==> config.mk <==
export PLATFORM = sky130hd
export DESIGN_NAME = microprocessor_4bit
export DESIGN_NICKNAME = d
export VERILOG_FILES = /design/src/rtl/microprocessor_4bit_pkg.sv /design/src/rtl/microprocessor_4bit_alu4.sv /design/src/rtl/microprocessor_4bit.sv
export SDC_FILE = /design/constraint.sdc
export NUM_CORES = 1
export LEC_CHECK = 0
export ABC_AREA = 0
export ABC_CLOCK_PERIOD_IN_PS = 2800
export CORE_MARGIN = 4
export CORE_UTILIZATION = 45
export CTS_BUF_LIST = sky130_fd_sc_hd__clkbuf_4 sky130_fd_sc_hd__clkbuf_8
export DETAILED_ROUTE_END_ITERATION = 6
export GPL_TIMING_DRIVEN = 1
export HOLD_SLACK_MARGIN = 0.05
export PLACE_DENSITY_LB_ADDON = 0.12
export SLEW_MARGIN = 25
export SYNTH_ARGS = -nofsm -noshare
export SYNTH_HDL_FRONTEND = slang
export SYNTH_SLANG_ARGS = --single-unit
==> constraint.sdc <==
create_clock -name clk1 -period 2.8 [get_ports clk1]
set_input_delay 0.56 -clock clk1 [delete_from_list [all_inputs] [get_ports clk1]]
set_output_delay 0.56 -clock clk1 [all_outputs]
set_load 0.05 [all_outputs]
==> src/rtl/microprocessor_4bit_pkg.sv <==
// Shared opcode constants and phase encoding for the 4-bit microprocessor.
package microprocessor_4bit_pkg;

  // Instruction phases; every instruction walks T0..T3 once.
  typedef enum logic [1:0] {
    T0 = 2'd0,
    T1 = 2'd1,
    T2 = 2'd2,
    T3 = 2'd3
  } phase_e;

  // Opcodes live in Instr[7:4]; anything above OP_LOAD decodes as a NOP.
  localparam logic [3:0] OP_NOP  = 4'h0;
  localparam logic [3:0] OP_ADD  = 4'h1;
  localparam logic [3:0] OP_SUB  = 4'h2;
  localparam logic [3:0] OP_OUT  = 4'h3;
  localparam logic [3:0] OP_IN   = 4'h4;
  localparam logic [3:0] OP_LOAD = 4'h5;

endpackage

==> src/rtl/microprocessor_4bit_alu4.sv <==
// 4-bit add/subtract unit. Subtraction is a + ~b + 1; carry out is dropped.
module alu4 #(
  parameter int DW = 4
) (
  input  logic [DW-1:0] a_i,
  input  logic [DW-1:0] b_i,
  input  logic          sub_i,
  output logic [DW-1:0] y_o
);

  logic [DW-1:0] b_eff;
  logic [DW-1:0] cin;

  // Invert the operand and inject a carry-in of one for subtraction.
  always_comb begin
    b_eff = b_i ^ {DW{sub_i}};
    cin   = {{(DW-1){1'b0}}, sub_i};
    y_o   = a_i + b_eff + cin;
  end

endmodule

==> src/rtl/microprocessor_4bit.sv <==
// 4-bit accumulator machine: four-phase sequencer, decoder, register file
// and internal bus. Fetch in T0, Pc bump in T1, execute in T2/T3.
module microprocessor_4bit
  import microprocessor_4bit_pkg::*;
#(
  parameter int DW = 4
) (
  input  logic            clk1,
  input  logic            MainClear,
  input  logic [DW-1:0]   DataIn,
  input  logic [2*DW-1:0] Instr,
  output logic [DW-1:0]   Pc,
  output logic [DW-1:0]   IB,
  output logic [DW-1:0]   DataOut
);

  phase_e            phase_q, phase_d;
  logic [DW-1:0]     pc_q, pc_d;
  logic [2*DW-1:0]   ir_q, ir_d;
  logic [DW-1:0]     a_q, a_d;
  logic [DW-1:0]     acc_q, acc_d;
  logic [DW-1:0]     dout_q, dout_d;
  logic [DW-1:0]     ib;
  logic [DW-1:0]     op, imm;
  logic [DW-1:0]     alu_y;
  logic              alu_sub;

  assign op  = ir_q[2*DW-1:DW];
  assign imm = ir_q[DW-1:0];

  alu4 #(.DW(DW)) u_alu (
    .a_i   (acc_q),
    .b_i   (a_q),
    .sub_i (alu_sub),
    .y_o   (alu_y)
  );

  // Phase register; reset parks the sequencer in T0 so the next edge fetches.
  always_ff @(posedge clk1 or posedge MainClear) begin
    if (MainClear) phase_q <= T0;
    else           phase_q <= phase_d;
  end

  // Phase sequence is a fixed ring, independent of the opcode.
  always_comb begin
    phase_d = T0;
    case (phase_q)
      T0: phase_d = T1;
      T1: phase_d = T2;
      T2: phase_d = T3;
      T3: phase_d = T0;
      default: phase_d = T0;
    endcase
  end

  // Decode: pick the single bus source for this phase and the register it feeds.
  always_comb begin
    pc_d    = pc_q;
    ir_d    = ir_q;
    a_d     = a_q;
    acc_d   = acc_q;
    dout_d  = dout_q;
    ib      = '0;
    alu_sub = (op == OP_SUB);
    case (phase_q)
      T0: ir_d = Instr;
      T1: pc_d = pc_q + 1'b1;
      T2: begin
        case (op)
          OP_ADD, OP_SUB: begin ib = imm;    a_d    = ib; end
          OP_OUT:         begin ib = acc_q;  dout_d = ib; end
          OP_IN:          begin ib = DataIn; acc_d  = ib; end
          OP_LOAD:        begin ib = imm;    acc_d  = ib; end
          default: ;
        endcase
      end
      T3: begin
        if (op == OP_ADD || op == OP_SUB) begin
          ib    = alu_y;
          acc_d = ib;
        end
      end
      default: ;
    endcase
  end

  // Architectural registers; reset clears everything, aborting any instruction.
  always_ff @(posedge clk1 or posedge MainClear) begin
    if (MainClear) begin
      pc_q   <= '0;
      ir_q   <= '0;
      a_q    <= '0;
      acc_q  <= '0;
      dout_q <= '0;
    end else begin
      pc_q   <= pc_d;
      ir_q   <= ir_d;
      a_q    <= a_d;
      acc_q  <= acc_d;
      dout_q <= dout_d;
    end
  end

  assign Pc      = pc_q;
  assign IB      = ib;
  assign DataOut = dout_q;

endmodule

Word level (Yosys, flattened, before mapping)
Index checks and enable logic that the tools add are counted.
{"block": "totals", "ff_bits": 26, "inputBits": 14, "output_inout_bits": 12, "word_cells": 35}
{"block": "classes", "addsub": 3, "n_eq_ne": 10, "muxes": 7, "n_bitwise": 1, "reduce_logical": 8}
{"cell": "$pmux 4 s2", "n": 3}
{"cell": "$pmux 4 s3", "n": 1}
{"cell": "$eq 4x2->1 const B", "n": 2}
{"cell": "$eq 4x3->1 const B", "n": 2}
{"cell": "$mux 4", "n": 2}
{"cell": "$pmux 2 s4", "n": 1}
{"cell": "$add 4x1->4", "n": 1}
{"cell": "$add 4x1->4 const B", "n": 1}
{"cell": "$add 4x4->4", "n": 1}
{"cell": "$eq 2x2->1 const B", "n": 2}
{"cell": "$eq 4x1->1 const B", "n": 1}
{"cell": "$reduce_and 2->1", "n": 2}
{"cell": "$xor 4x4->4", "n": 1}
{"cell": "$ne 3x1->1 const B", "n": 1}
{"cell": "$reduce_and 3->1", "n": 1}
{"cell": "$reduce_or 3->1", "n": 1}
{"cell": "$eq 2x1->1 const B", "n": 1}
{"cell": "$logic_not 2->1", "n": 1}
{"cell": "$ne 2x2->1 const B", "n": 1}
{"cell": "$reduce_bool 2->1", "n": 1}
{"cell": "$reduce_or 2->1", "n": 1}
{"cell": "$logic_or 1x1->1", "n": 1}

Depth between registers and ports, before layout
Gate-level depths: netlist of the first run.
{"block": "logic_depth", "depth_word": 6, "depth_mapped": 9, "ltp_nobuf": 8}

By module
From an unflattened synthesis of the first run, not the netlist that was laid out.
{"block": "unflattened", "cells_unflattened": 125, "hier_area_um2": 1529.0}
{"module": "microprocessor_4bit", "n_inst": 1, "cells_each": 112, "area_each_um2": 1378.8, "seq_area_each_um2": 650.6}
{"module": "alu4", "n_inst": 1, "cells_each": 13, "area_each_um2": 150.1, "seq_area_each_um2": 0.0}

Least setup slack after synthesis of the first run
OpenSTA, ideal clock, no wires.
{"block": "synth_timing", "path_kind": "register -> output", "from": "register ir_q[4]", "to": "output IB[3]", "t_arrival_ps": 2682, "required_time_ps": 2240, "path_slack_ps": -442, "stages_incl_launch_ff": 10, "n_path_buf": 1, "path_cell_list": "dfrtp_1 > buf_6 > nor4b_4 > xor2_1 > ha_1 > nand2_1 > o21ai_0 > mux2i_1 > xnor2_1 > o22ai_1"}
{"block": "synth_between", "elab_chain_cells": 6, "word_cells_on_any_way": 13, "classes_between": "add/sub (2); eq/ne (5); mux (3); bitwise (1); reduce/logical (2)"}
{"element": "start: declaration", "line": "microprocessor_4bit.sv:19", "source": "logic [2*DW-1:0] ir_q, ir_d;"}
{"element": "start signal: assignment", "line": "microprocessor_4bit.sv:97", "source": "ir_q <= ir_d;"}
{"element": "$eq 4x2->1", "line": "microprocessor_4bit.sv:64, microprocessor_4bit.sv:69, microprocessor_4bit.sv:78"}
{"element": "$xor 4x4->4", "line": "microprocessor_4bit_alu4.sv:16", "source": "b_eff = b_i ^ {DW{sub_i}};"}
{"element": "$add 4x4->4", "line": "microprocessor_4bit_alu4.sv:18", "source": "y_o = a_i + b_eff + cin;"}
{"element": "$add 4x1->4", "line": "microprocessor_4bit_alu4.sv:18"}
{"element": "$mux 4", "line": "microprocessor_4bit.sv:78", "source": "if (op == OP_ADD || op == OP_SUB) begin"}
{"element": "$pmux 4 s2 *", "line": "microprocessor_4bit.sv:65", "source": "case (phase_q)"}
{"element": "end: declaration", "line": "microprocessor_4bit.sv:13", "source": "output logic [DW-1:0] IB,"}
Every way passes the cells marked *; elsewhere a longest branch is shown, timed or not.

Worst setup path after layout of the first run
Same ends and word-level chain as after synthesis.

==> results of run 1 <==
==> per-stage QoR <==
stage	util (%)	total power [mW]
after floorplan	-	0.7501
after global placement	58.16	0.8806
after detailed placement	58.16	0.8924
after CTS	60.74	1.173
after global routing	61.08	1.247
final	61.08	1.173
==> per-layer routing <==
layer	GRT usage, %	routed length (µm)	part of all wire, %	up-vias
met2	26.11	1628	49	26
met5	0	0	0	-
met1	21.08	1529	46	573
met4	6.076	36	1.1	0
li1	-	-	-	561
met3	1.855	101	3.1	4
==> cell families (layout without fill, tap and decap cells) <==
| group | Yosys count | in the layout |
|---|---|---|
| simple gates | 32 | 32 |
| compound gates | 26 | 26 |
| flops | 26 | 26 |
| mux | 24 | 24 |
| buf+inv | 14 | 45 |
| xor+xnor | 10 | 10 |
| fa+ha+maj | 9 | 9 |
==> sequential cells by signal, indices dropped and copies added (netlist names) <==
register	cells
DataOut	4
a_q	4
ir_q	8
acc_q	4
Pc	4
phase_q	2
==> Yosys cell counts <==
cell type   n  area (µm²)
a21oi_1    11       55.05
a22oi_1     3       22.52
and3b_2     1       10.01
and4_1      1       8.760
and4bb_1    1       12.51
buf_2       2       10.01
buf_6       2       22.52
buf_8       1       15.01
clkbuf_1    3       11.26
dfrtp_1    26       650.6
fa_1        1       20.02
ha_1        8       100.1
inv_1       6       22.52
mux2_1      2       22.52
mux2_2     17       191.4
mux2i_1     5       50.05
nand2_1     8       30.03
nand2b_1    1       6.260
nand3_1     2       10.01
nand3b_1    1       7.510
nand4_1     1       6.260
nand4b_1    2       17.52
nor2_1      6       22.52
nor3b_1     2       15.01
nor4b_4     1       23.77
o211ai_1    1       7.510
o21ai_0     3       15.01
o21ai_1     3       15.01
o21ba_2     1       10.01
o22ai_1     4       25.02
or2_2       1       6.260
or2b_1      1       7.510
or3_2       1       7.510
or3b_2      1       8.760
or4bb_1     1       11.26
xnor2_1     5       43.79
xor2_1      5       43.79
==> area by class of cell <==
cell class / instances / area [µm²] / share of cell area, %
clock buffer: 4 / 36.28 / 1.780
inverter: 6 / 22.52 / 1.105
multi-input combinational: 101 / 902.1 / 44.26
sequential: 26 / 650.6 / 31.92
tap: 46 / 57.56 / 2.824
timing repair buffer: 35 / 369.1 / 18.11
==> worst max-delay path: cells and delay by family, from the launching register on <==
| family | cells | cell delay (ns) |
|---|---|---|
| simple gates | 2 | 0.46 |
| flops | 1 | 0.43 |
| fa+ha+maj | 1 | 0.36 |
| compound gates | 2 | 0.33 |
| mux | 1 | 0.27 |
| xor+xnor | 2 | 0.24 |
| buf+inv | 1 | 0.16 |
==> report_power, final <==
part	leakage [nW]	switching, mW	internal, mW	total [mW]
Combinational	0.508	0.241	0.251	0.493
Sequential	0.310	0.0637	0.430	0.494
Clock	0.0210	0.107	0.0795	0.187
Total	0.839	0.412	0.761	1.17
==> timing repair <==
action / in CTS / in global routing
resized for setup: 11 / 3
pin swaps: 11 / 5
endpoints found under the setup margin: 4 / 4
buffers inserted: 2 / 0
hold buffers: 0 / 0
gates cloned: 0 / 0
==> final timing paths <==
check	startpoint	end	slack [ns]	cells after the start
max	ir_q[4]	IB[3]	-0.32	9
min	Pc[3]	Pc[3]	0.49	1
max reg2reg	phase_q[1]	acc_q[1]	0.56	5
min reg2reg	Pc[3]	Pc[3]	0.49	1
max in group asynchronous	MainClear	a_q[2]	1.97	3
min in group asynchronous	MainClear	DataOut[3]	0.58	3
==> impl_metrics.env, run 1 <==
export IMPL_antenna_found_initial=0
export IMPL_dp_cells=212
export IMPL_cap_violations=0
export IMPL_initial_core_util_pct=46.91
export IMPL_setup_ws_ns=-0.3193
export IMPL_antenna_left=0
export IMPL_overflow=0
export IMPL_crit_required_ns=2.24
export IMPL_vias=1164
export IMPL_synthDistinctLibCells=37
export IMPL_final_cell_mix="dfrtp_1 (26), clkdlybuf4s50_1 (21), mux2_2 (17), a21oi_1 (9), buf_4 (9)"
export IMPL_area_delta_synth_final_pct=30.22
export IMPL_grt_first_pass_wirelength_um=5395
export IMPL_wl_per_cell_um=15.12
export IMPL_grt_start_max_net_pins=27
export IMPL_tightest_slew_ns=0.5262
export IMPL_htreeDepth=1
export IMPL_min_period_ns=3.119
export IMPL_clockRootBuffer="clkbuf_4"
export IMPL_remaining_drc_errors=0
export IMPL_routed_wl_um=3296
export IMPL_start_kind="register"
export IMPL_die_area_um2=4486
export IMPL_drt_iter0_markers=96
export IMPL_crit_type="reg -> out"
export IMPL_vdd_drop_max_mv=0.2610
export IMPL_gp_congestion=0.7962
export IMPL_rows=21
export IMPL_path_cells="nor4b_4 -> xor2_1 -> ha_1 -> nand2_2 -> o21ai_2 -> mux2i_2 -> xnor2_2 -> o22ai_4 -> buf_12"
export IMPL_status="complete, but fails checks"
export IMPL_worst_path_max_delay_cell="dfrtp_1"
export IMPL_cts_tree="built"
export IMPL_numClockSinks=26
export IMPL_slew_headroom_pct=64.85
export IMPL_track_usage_pct=15.83
export IMPL_arrival_ns=2.56
export IMPL_placed_area_um2=1941
export IMPL_placement_io_buffers=25
export IMPL_layout_nets=196
export IMPL_antenna_cells=0
export IMPL_syn_nets=164
export IMPL_cts_max_path_buffers=2
export IMPL_yosys_warnings=0
export IMPL_violations="setup timing"
export IMPL_avgViaCountPerCell=5.339
export IMPL_rsz0062_at_grt="true"
export IMPL_dr_pass1_iters=4
export IMPL_stdcell_area_um2=2038
export IMPL_die_h_um=66.98
export IMPL_yosys_area_share_adder_pct=7.674
export IMPL_cts_buffers=3
export IMPL_place_ws_ns=-0.09593
export IMPL_final_cells=218
export IMPL_whs_ns=0.4911
export IMPL_syn_area_um2=1565
export IMPL_fillers=291
export IMPL_setup_tns_ns=-0.5069
export IMPL_clkLatencyLatePin_ns=0.32
export IMPL_hold_violations=0
export IMPL_layout_commonest_cell="dfrtp_1"
export IMPL_ios=26
export IMPL_synth_compound_area_share_pct=9.592
export IMPL_slew_viol_final=0
export IMPL_fin_crit_sh_pct=111.4
export IMPL_leakage_nw=0.8386
export IMPL_core_area_um2=3337
export IMPL_min_path_type="reg -> reg"
export IMPL_cp_max_fo=3
export IMPL_grt_pass1_vias=1176
export IMPL_synth_top_family_by_area="multiplexers"
export IMPL_clock_skew_ns=0.005997
export IMPL_max_freq_ghz=0.3206
export IMPL_post_synth_cell_area_avg_um2=11.10
export IMPL_place_hpwl_um=2470
export IMPL_die_w_um=66.98
export IMPL_cp_end_kind="output pin"
export IMPL_power_density_nw_per_um2=575.5
export IMPL_ys_seq_elements=26
export IMPL_synth_simple_area_share_pct=13.51
export IMPL_synth_xor_area_share_pct=5.596
export IMPL_syn_inst=141
export IMPL_clkTransAtPathRegs_ns=0.14
export IMPL_drive_gt1_share_pct=31.98
export IMPL_setup_violations=3
export IMPL_synthMuxAreaShare_pct=16.87
export IMPL_yosysSeqAreaShare_pct=41.57
export IMPL_slowest_delay_ns=0.43
Note: power is estimated with default switching activity, not from simulation.
==> run 2: changes to the inputs <==
--- a/config.mk
+++ b/config.mk
@@ -11,6 +11,7 @@
 export CORE_UTILIZATION = 45
 export CTS_BUF_LIST = sky130_fd_sc_hd__clkbuf_4 sky130_fd_sc_hd__clkbuf_8
 export DETAILED_ROUTE_END_ITERATION = 6
+export DONT_BUFFER_PORTS = 1
 export GPL_TIMING_DRIVEN = 1
 export HOLD_SLACK_MARGIN = 0.05
 export PLACE_DENSITY_LB_ADDON = 0.12
@@ -18,3 +19,4 @@
 export SYNTH_ARGS = -nofsm -noshare
 export SYNTH_HDL_FRONTEND = slang
 export SYNTH_SLANG_ARGS = --single-unit
+export TNS_END_PERCENT = 30
==> impl_metrics.env, run 2 (synthesis gave the netlist of run 1 again) <==
export IMPL_hold_violations=0
export IMPL_place_hpwl_um=2388
export IMPL_antenna_found_initial=0
export IMPL_fillers=300
export IMPL_numClockSinks=26
export IMPL_arrival_ns=2.55
export IMPL_wl_per_cell_um=15.81
export IMPL_gp_congestion=0.7768
export IMPL_antenna_left=0
export IMPL_setup_ws_ns=-0.3137
export IMPL_avgViaCountPerCell=5.369
export IMPL_clockRootBuffer="clkbuf_4"
export IMPL_die_area_um2=4486
export IMPL_final_cells=198
export IMPL_cts_tree="built"
export IMPL_utilization_pct=54.63
export IMPL_clkLatencyLatePin_ns=0.32
export IMPL_layout_commonest_cell="dfrtp_1"
export IMPL_reg2reg_depth=9
export IMPL_grt_first_pass_wirelength_um=5230
export IMPL_min_path_type="in -> async"
export IMPL_setup_violations=3
export IMPL_core_area_um2=3337
export IMPL_routed_wl_um=3131
export IMPL_cts_max_path_buffers=2
export IMPL_power_density_nw_per_um2=638.1
export IMPL_violations="setup timing"
export IMPL_fin_crit_sh_pct=111.2
export IMPL_status="complete, but fails checks"
export IMPL_layout_nets=176
export IMPL_drt_iter0_markers=81
export IMPL_cts_buffers=3
export IMPL_r2r_start="ir_q[4]"
export IMPL_vias=1063
export IMPL_cp_end_kind="output pin"
export IMPL_htreeDepth=1
export IMPL_seq_area_um2=650.6
export IMPL_dp_cells=190
export IMPL_rsz0062_at_grt="true"
export IMPL_place_ws_ns=-0.09396
export IMPL_grt_pass1_vias=1086
export IMPL_ios=26
export IMPL_drive_gt1_share_pct=34.87
export IMPL_max_freq_ghz=0.3212
export IMPL_area_delta_synth_final_pct=16.47
export IMPL_regMostFlops="ir_q"
export IMPL_antenna_cells=0
export IMPL_overflow=0
export IMPL_clkTransAtPathRegs_ns=0.15
export IMPL_leakage_nw=0.7623
export IMPL_placement_io_buffers=0
export IMPL_crit_type="reg -> out"
export IMPL_final_cell_mix="dfrtp_1 (26), mux2_2 (17), buf_4 (13), a21oi_1 (9), ha_1 (8)"
export IMPL_start_kind="register"
export IMPL_vdd_drop_max_mv=0.3345
export IMPL_grt_start_max_net_pins=27
export IMPL_slew_headroom_pct=39.29
export IMPL_r2r_setup_slack_ns=0.46
export IMPL_slew_viol_final=0
export IMPL_cp_max_fo=4
export IMPL_remaining_drc_errors=0
export IMPL_multiInputGateArea_um2=902.1
export IMPL_cap_violations=0
export IMPL_tightest_slew_ns=0.9051
export IMPL_dr_pass1_iters=4
export IMPL_die_h_um=66.98
export IMPL_crit_required_ns=2.24
export IMPL_r2r_end="acc_q[1]"
export IMPL_whs_ns=0.1855
export IMPL_largest_reg_flops=8
export IMPL_min_period_ns=3.114
export IMPL_initial_core_util_pct=46.91
export IMPL_setup_tns_ns=-0.7385
export IMPL_rows=21
export IMPL_clock_skew_ns=0.01576
export IMPL_track_usage_pct=15.06
export IMPL_die_w_um=66.98
-- run 2: changes by cell type in the layout (fill, tap and decap cells not counted), sizes merged --
cell / before / now
clkbuf: 4 / 3
buf: 14 / 15
clkdlybuf4s50: 21 / 0
bufinv: 0 / 1
clkinv: 0 / 1
inv: 6 / 5
-- run 2: repair_timing --
item | 4_1_cts | 5_1_grt
pin swaps | 7 | 4
resized for setup | 4 | 7
hold buffers | 0 | 0
setup buffers | 1 | 3
setup endpoints to repair | 4 | 4
-- run 2: final cells by class --
| cell class | count | area share (%) |
|---|---|---|
| multi-input cells | 101 | 49.49 |
| flip-flops and latches | 26 | 35.69 |
| inverters | 6 | 1.235 |
| repair buffers | 15 | 7.550 |
| clock buffers | 3 | 1.235 |
| clock inverters | 1 | 1.647 |
| well taps | 46 | 3.157 |
-- run 2: metrics by stage --
step	cell area, µm²	power, mW
floorplan	1585	0.7472
global placement	1692	0.8320
detailed placement	1692	0.8399
CTS	1767	1.117
global route	1823	1.230
finish	1823	1.163
-- run 2: worst max-delay path by stage --
stage | from | end | slack [ns] | depth (start not counted)
after floorplan | ir_q[4] | IB[2] | -0.13 | 6
after global placement | ir_q[4] | IB[3] | -0.02 | 9
after global routing | ir_q[4] | IB[3] | -0.47 | 9
after CTS | ir_q[6] | IB[3] | -0.37 | 10
final | ir_q[4] | IB[3] | -0.31 | 9
after detailed placement | ir_q[4] | IB[3] | -0.09 | 10
-- run 2: power by group --
group | switching [mW] | internal, mW | total, mW
registers | 0.116 | 0.429 | 0.546
clock network | 0.110 | 0.145 | 0.254
logic | 0.170 | 0.193 | 0.363
total | 0.396 | 0.767 | 1.16
-- run 2: metal layers --
| layer | share of wire, % | global-route usage (%) | vias up | wire length (µm) |
|---|---|---|---|---|
| met5 | 0 | 0 | - | 0 |
| met4 | 0.45 | 3.797 | 0 | 14 |
| met3 | 7.3 | 3.204 | 2 | 230 |
| met2 | 46 | 23.51 | 32 | 1435 |
| met1 | 46 | 21.12 | 511 | 1449 |
| li1 | - | - | 518 | - |
-- run 2: worst max-delay path, stage by stage (launching register included) --
cell and delay, ns:
dfrtp_1 0.43, nor4b_4 0.39, xor2_1 0.12, ha_1 0.37
nand2_2 0.09, o21ai_2 0.14, mux2i_2 0.26, xnor2_2 0.11
o22ai_4 0.18, buf_12 0.16
==> run 3: changes to the inputs <==
--- a/config.mk
+++ b/config.mk
@@ -14,7 +14,6 @@
 export DONT_BUFFER_PORTS = 1
 export GPL_TIMING_DRIVEN = 1
 export HOLD_SLACK_MARGIN = 0.05
-export PLACE_DENSITY_LB_ADDON = 0.12
 export SLEW_MARGIN = 25
 export SYNTH_ARGS = -nofsm -noshare
 export SYNTH_HDL_FRONTEND = slang
==> impl_metrics.env, run 3 (synthesis gave the netlist of run 1 again) <==
export IMPL_status="complete, but fails checks"
export IMPL_violations="setup timing"
export IMPL_arrival_ns=2.54
export IMPL_initial_core_util_pct=46.91
export IMPL_dr_pass1_iters=4
export IMPL_die_h_um=66.98
export IMPL_final_cells=199
export IMPL_routed_wl_um=3146
export IMPL_slowest_delay_ns=0.44
export IMPL_crit_type="reg -> out"
export IMPL_layout_commonest_cell="dfrtp_1"
export IMPL_overflow=0
export IMPL_drt_iter0_markers=81
export IMPL_clkTransAtPathRegs_ns=0.13
export IMPL_largest_reg_flops=8
export IMPL_regMostFlops="ir_q"
export IMPL_fillers=300
export IMPL_setup_violations=3
export IMPL_cap_violations=0
export IMPL_max_freq_ghz=0.3229
export IMPL_vias=1085
export IMPL_clockRootBuffer="clkbuf_4"
export IMPL_setup_ws_ns=-0.2965
export IMPL_leakage_nw=0.7575
export IMPL_start_kind="register"
export IMPL_min_path_type="in -> async"
export IMPL_grt_start_max_net_pins=27
export IMPL_cts_buffers=3
export IMPL_htreeDepth=1
export IMPL_clkLatencyLatePin_ns=0.31
export IMPL_worst_path_max_delay_cell="dfrtp_1"
export IMPL_antenna_found_initial=0
export IMPL_min_period_ns=3.097
export IMPL_core_area_um2=3337
export IMPL_cp_end_kind="output pin"
export IMPL_slew_headroom_pct=40.15
export IMPL_tightest_slew_ns=0.8922
export IMPL_vdd_drop_max_mv=0.3707
export IMPL_total_power_mw=1.093
export IMPL_whs_ns=0.1936
export IMPL_dp_cells=191
export IMPL_drive_gt1_share_pct=36.60
export IMPL_cp_max_fo=3
export IMPL_place_hpwl_um=2359
export IMPL_path_cells="nor4b_4 -> buf_4 -> xor2_2 -> ha_4 -> a21oi_2 -> o21ai_2 -> mux2i_2 -> xnor2_2 -> o22ai_4 -> buf_12"
export IMPL_grt_pass1_vias=1139
export IMPL_rows=21
export IMPL_ios=26
export IMPL_fin_crit_sh_pct=110.6
export IMPL_avgViaCountPerCell=5.452
export IMPL_cts_max_path_buffers=2
export IMPL_track_usage_pct=15.64
export IMPL_antenna_left=0
export IMPL_rsz0062_at_grt="true"
export IMPL_final_cell_mix="dfrtp_1 (26), mux2_2 (17), buf_4 (14), a21oi_1 (9)"
export IMPL_hold_violations=0
export IMPL_layout_nets=177
export IMPL_crit_required_ns=2.24
export IMPL_power_density_nw_per_um2=595.0
export IMPL_die_w_um=66.98
export IMPL_slew_viol_final=0
export IMPL_cts_tree="built"
export IMPL_antenna_cells=0
export IMPL_gp_congestion=0.8301
export IMPL_wl_per_cell_um=15.81
export IMPL_numClockSinks=26
export IMPL_placement_io_buffers=0
export IMPL_area_delta_synth_final_pct=17.35
export IMPL_remaining_drc_errors=0
export IMPL_die_area_um2=4486
export IMPL_grt_first_pass_wirelength_um=5292
export IMPL_clock_skew_ns=0.004883
==> run 3: per-stage QoR <==
step | setup TNS [ns] | setup slack, ns | utilization, % | cell area [µm²]
4_1_cts | -0.5491 | -0.3092 | 53.54 | 1787
6_report | -0.7904 | -0.2965 | 55.04 | 1837
3_3_place_gp | -0.01402 | -0.01402 | 50.92 | 1699
2_1_floorplan | -0.1917 | -0.1262 | - | 1585
5_1_grt | -1.120 | -0.4144 | 55.04 | 1837
3_5_place_dp | -0.08086 | -0.08086 | 50.92 | 1699
==> run 3: critical path, delay by kind of cell, from the launching register on <==
| kind | cells | cell delay [ns] |
|---|---|---|
| buffers and inverters | 2 | 0.34 |
| XOR/XNOR | 2 | 0.31 |
| adder cells (fa/ha/maj) | 1 | 0.24 |
| AND/OR/NAND/NOR | 1 | 0.27 |
| AO/OA/AOI/OAI | 3 | 0.41 |
| flip-flops | 1 | 0.44 |
| multiplexers | 1 | 0.22 |
==> run 3: worst paths after layout <==
check	cells after the start	slack (ns)	to	from
max reg2reg	9	0.56	acc_q[1]	ir_q[7]
max	10	-0.30	IB[3]	ir_q[7]
max in group asynchronous	1	2.19	phase_q[1]	MainClear
min reg2reg	1	0.55	a_q[3]	a_q[3]
min in group clk1	1	0.38	ir_q[0]	Instr[0]
min	1	0.19	ir_q[1]	MainClear
==> run 3: layout make-up <==
type | instances | area, µm² | area share [%]
clock buffer | 4 | 36.28 | 1.975
inverter | 6 | 22.52 | 1.226
multi-input combinational | 101 | 924.6 | 50.34
sequential | 26 | 650.6 | 35.42
tap | 46 | 57.56 | 3.134
timing repair buffer | 16 | 145.1 | 7.902
==> run 3: repair_timing <==
item                                    in CTS  in global routing
gates resized for setup                      8                  7
hold buffers                                 0                  0
buffers inserted                             3                  1
pin swaps                                    8                  4
endpoints found under the setup margin       4                  4
==> run 3: where the power goes <==
part	total (mW)	leakage, nW	switching [mW]	internal, mW
clock	0.184	0.0210	0.104	0.0794
combinational	0.357	0.427	0.167	0.189
sequential	0.553	0.310	0.123	0.429
total	1.09	0.757	0.395	0.698
==> run 3: per-layer routing <==
layer  share of wire (%)  vias to the layer above  track usage (%)
li1                    -                      517                -
met1                  45                      530            20.42
met2                  48                       34            25.25
met3                 6.0                        4            3.710
met4                0.95                        0            5.316
met5                   0                        -                0
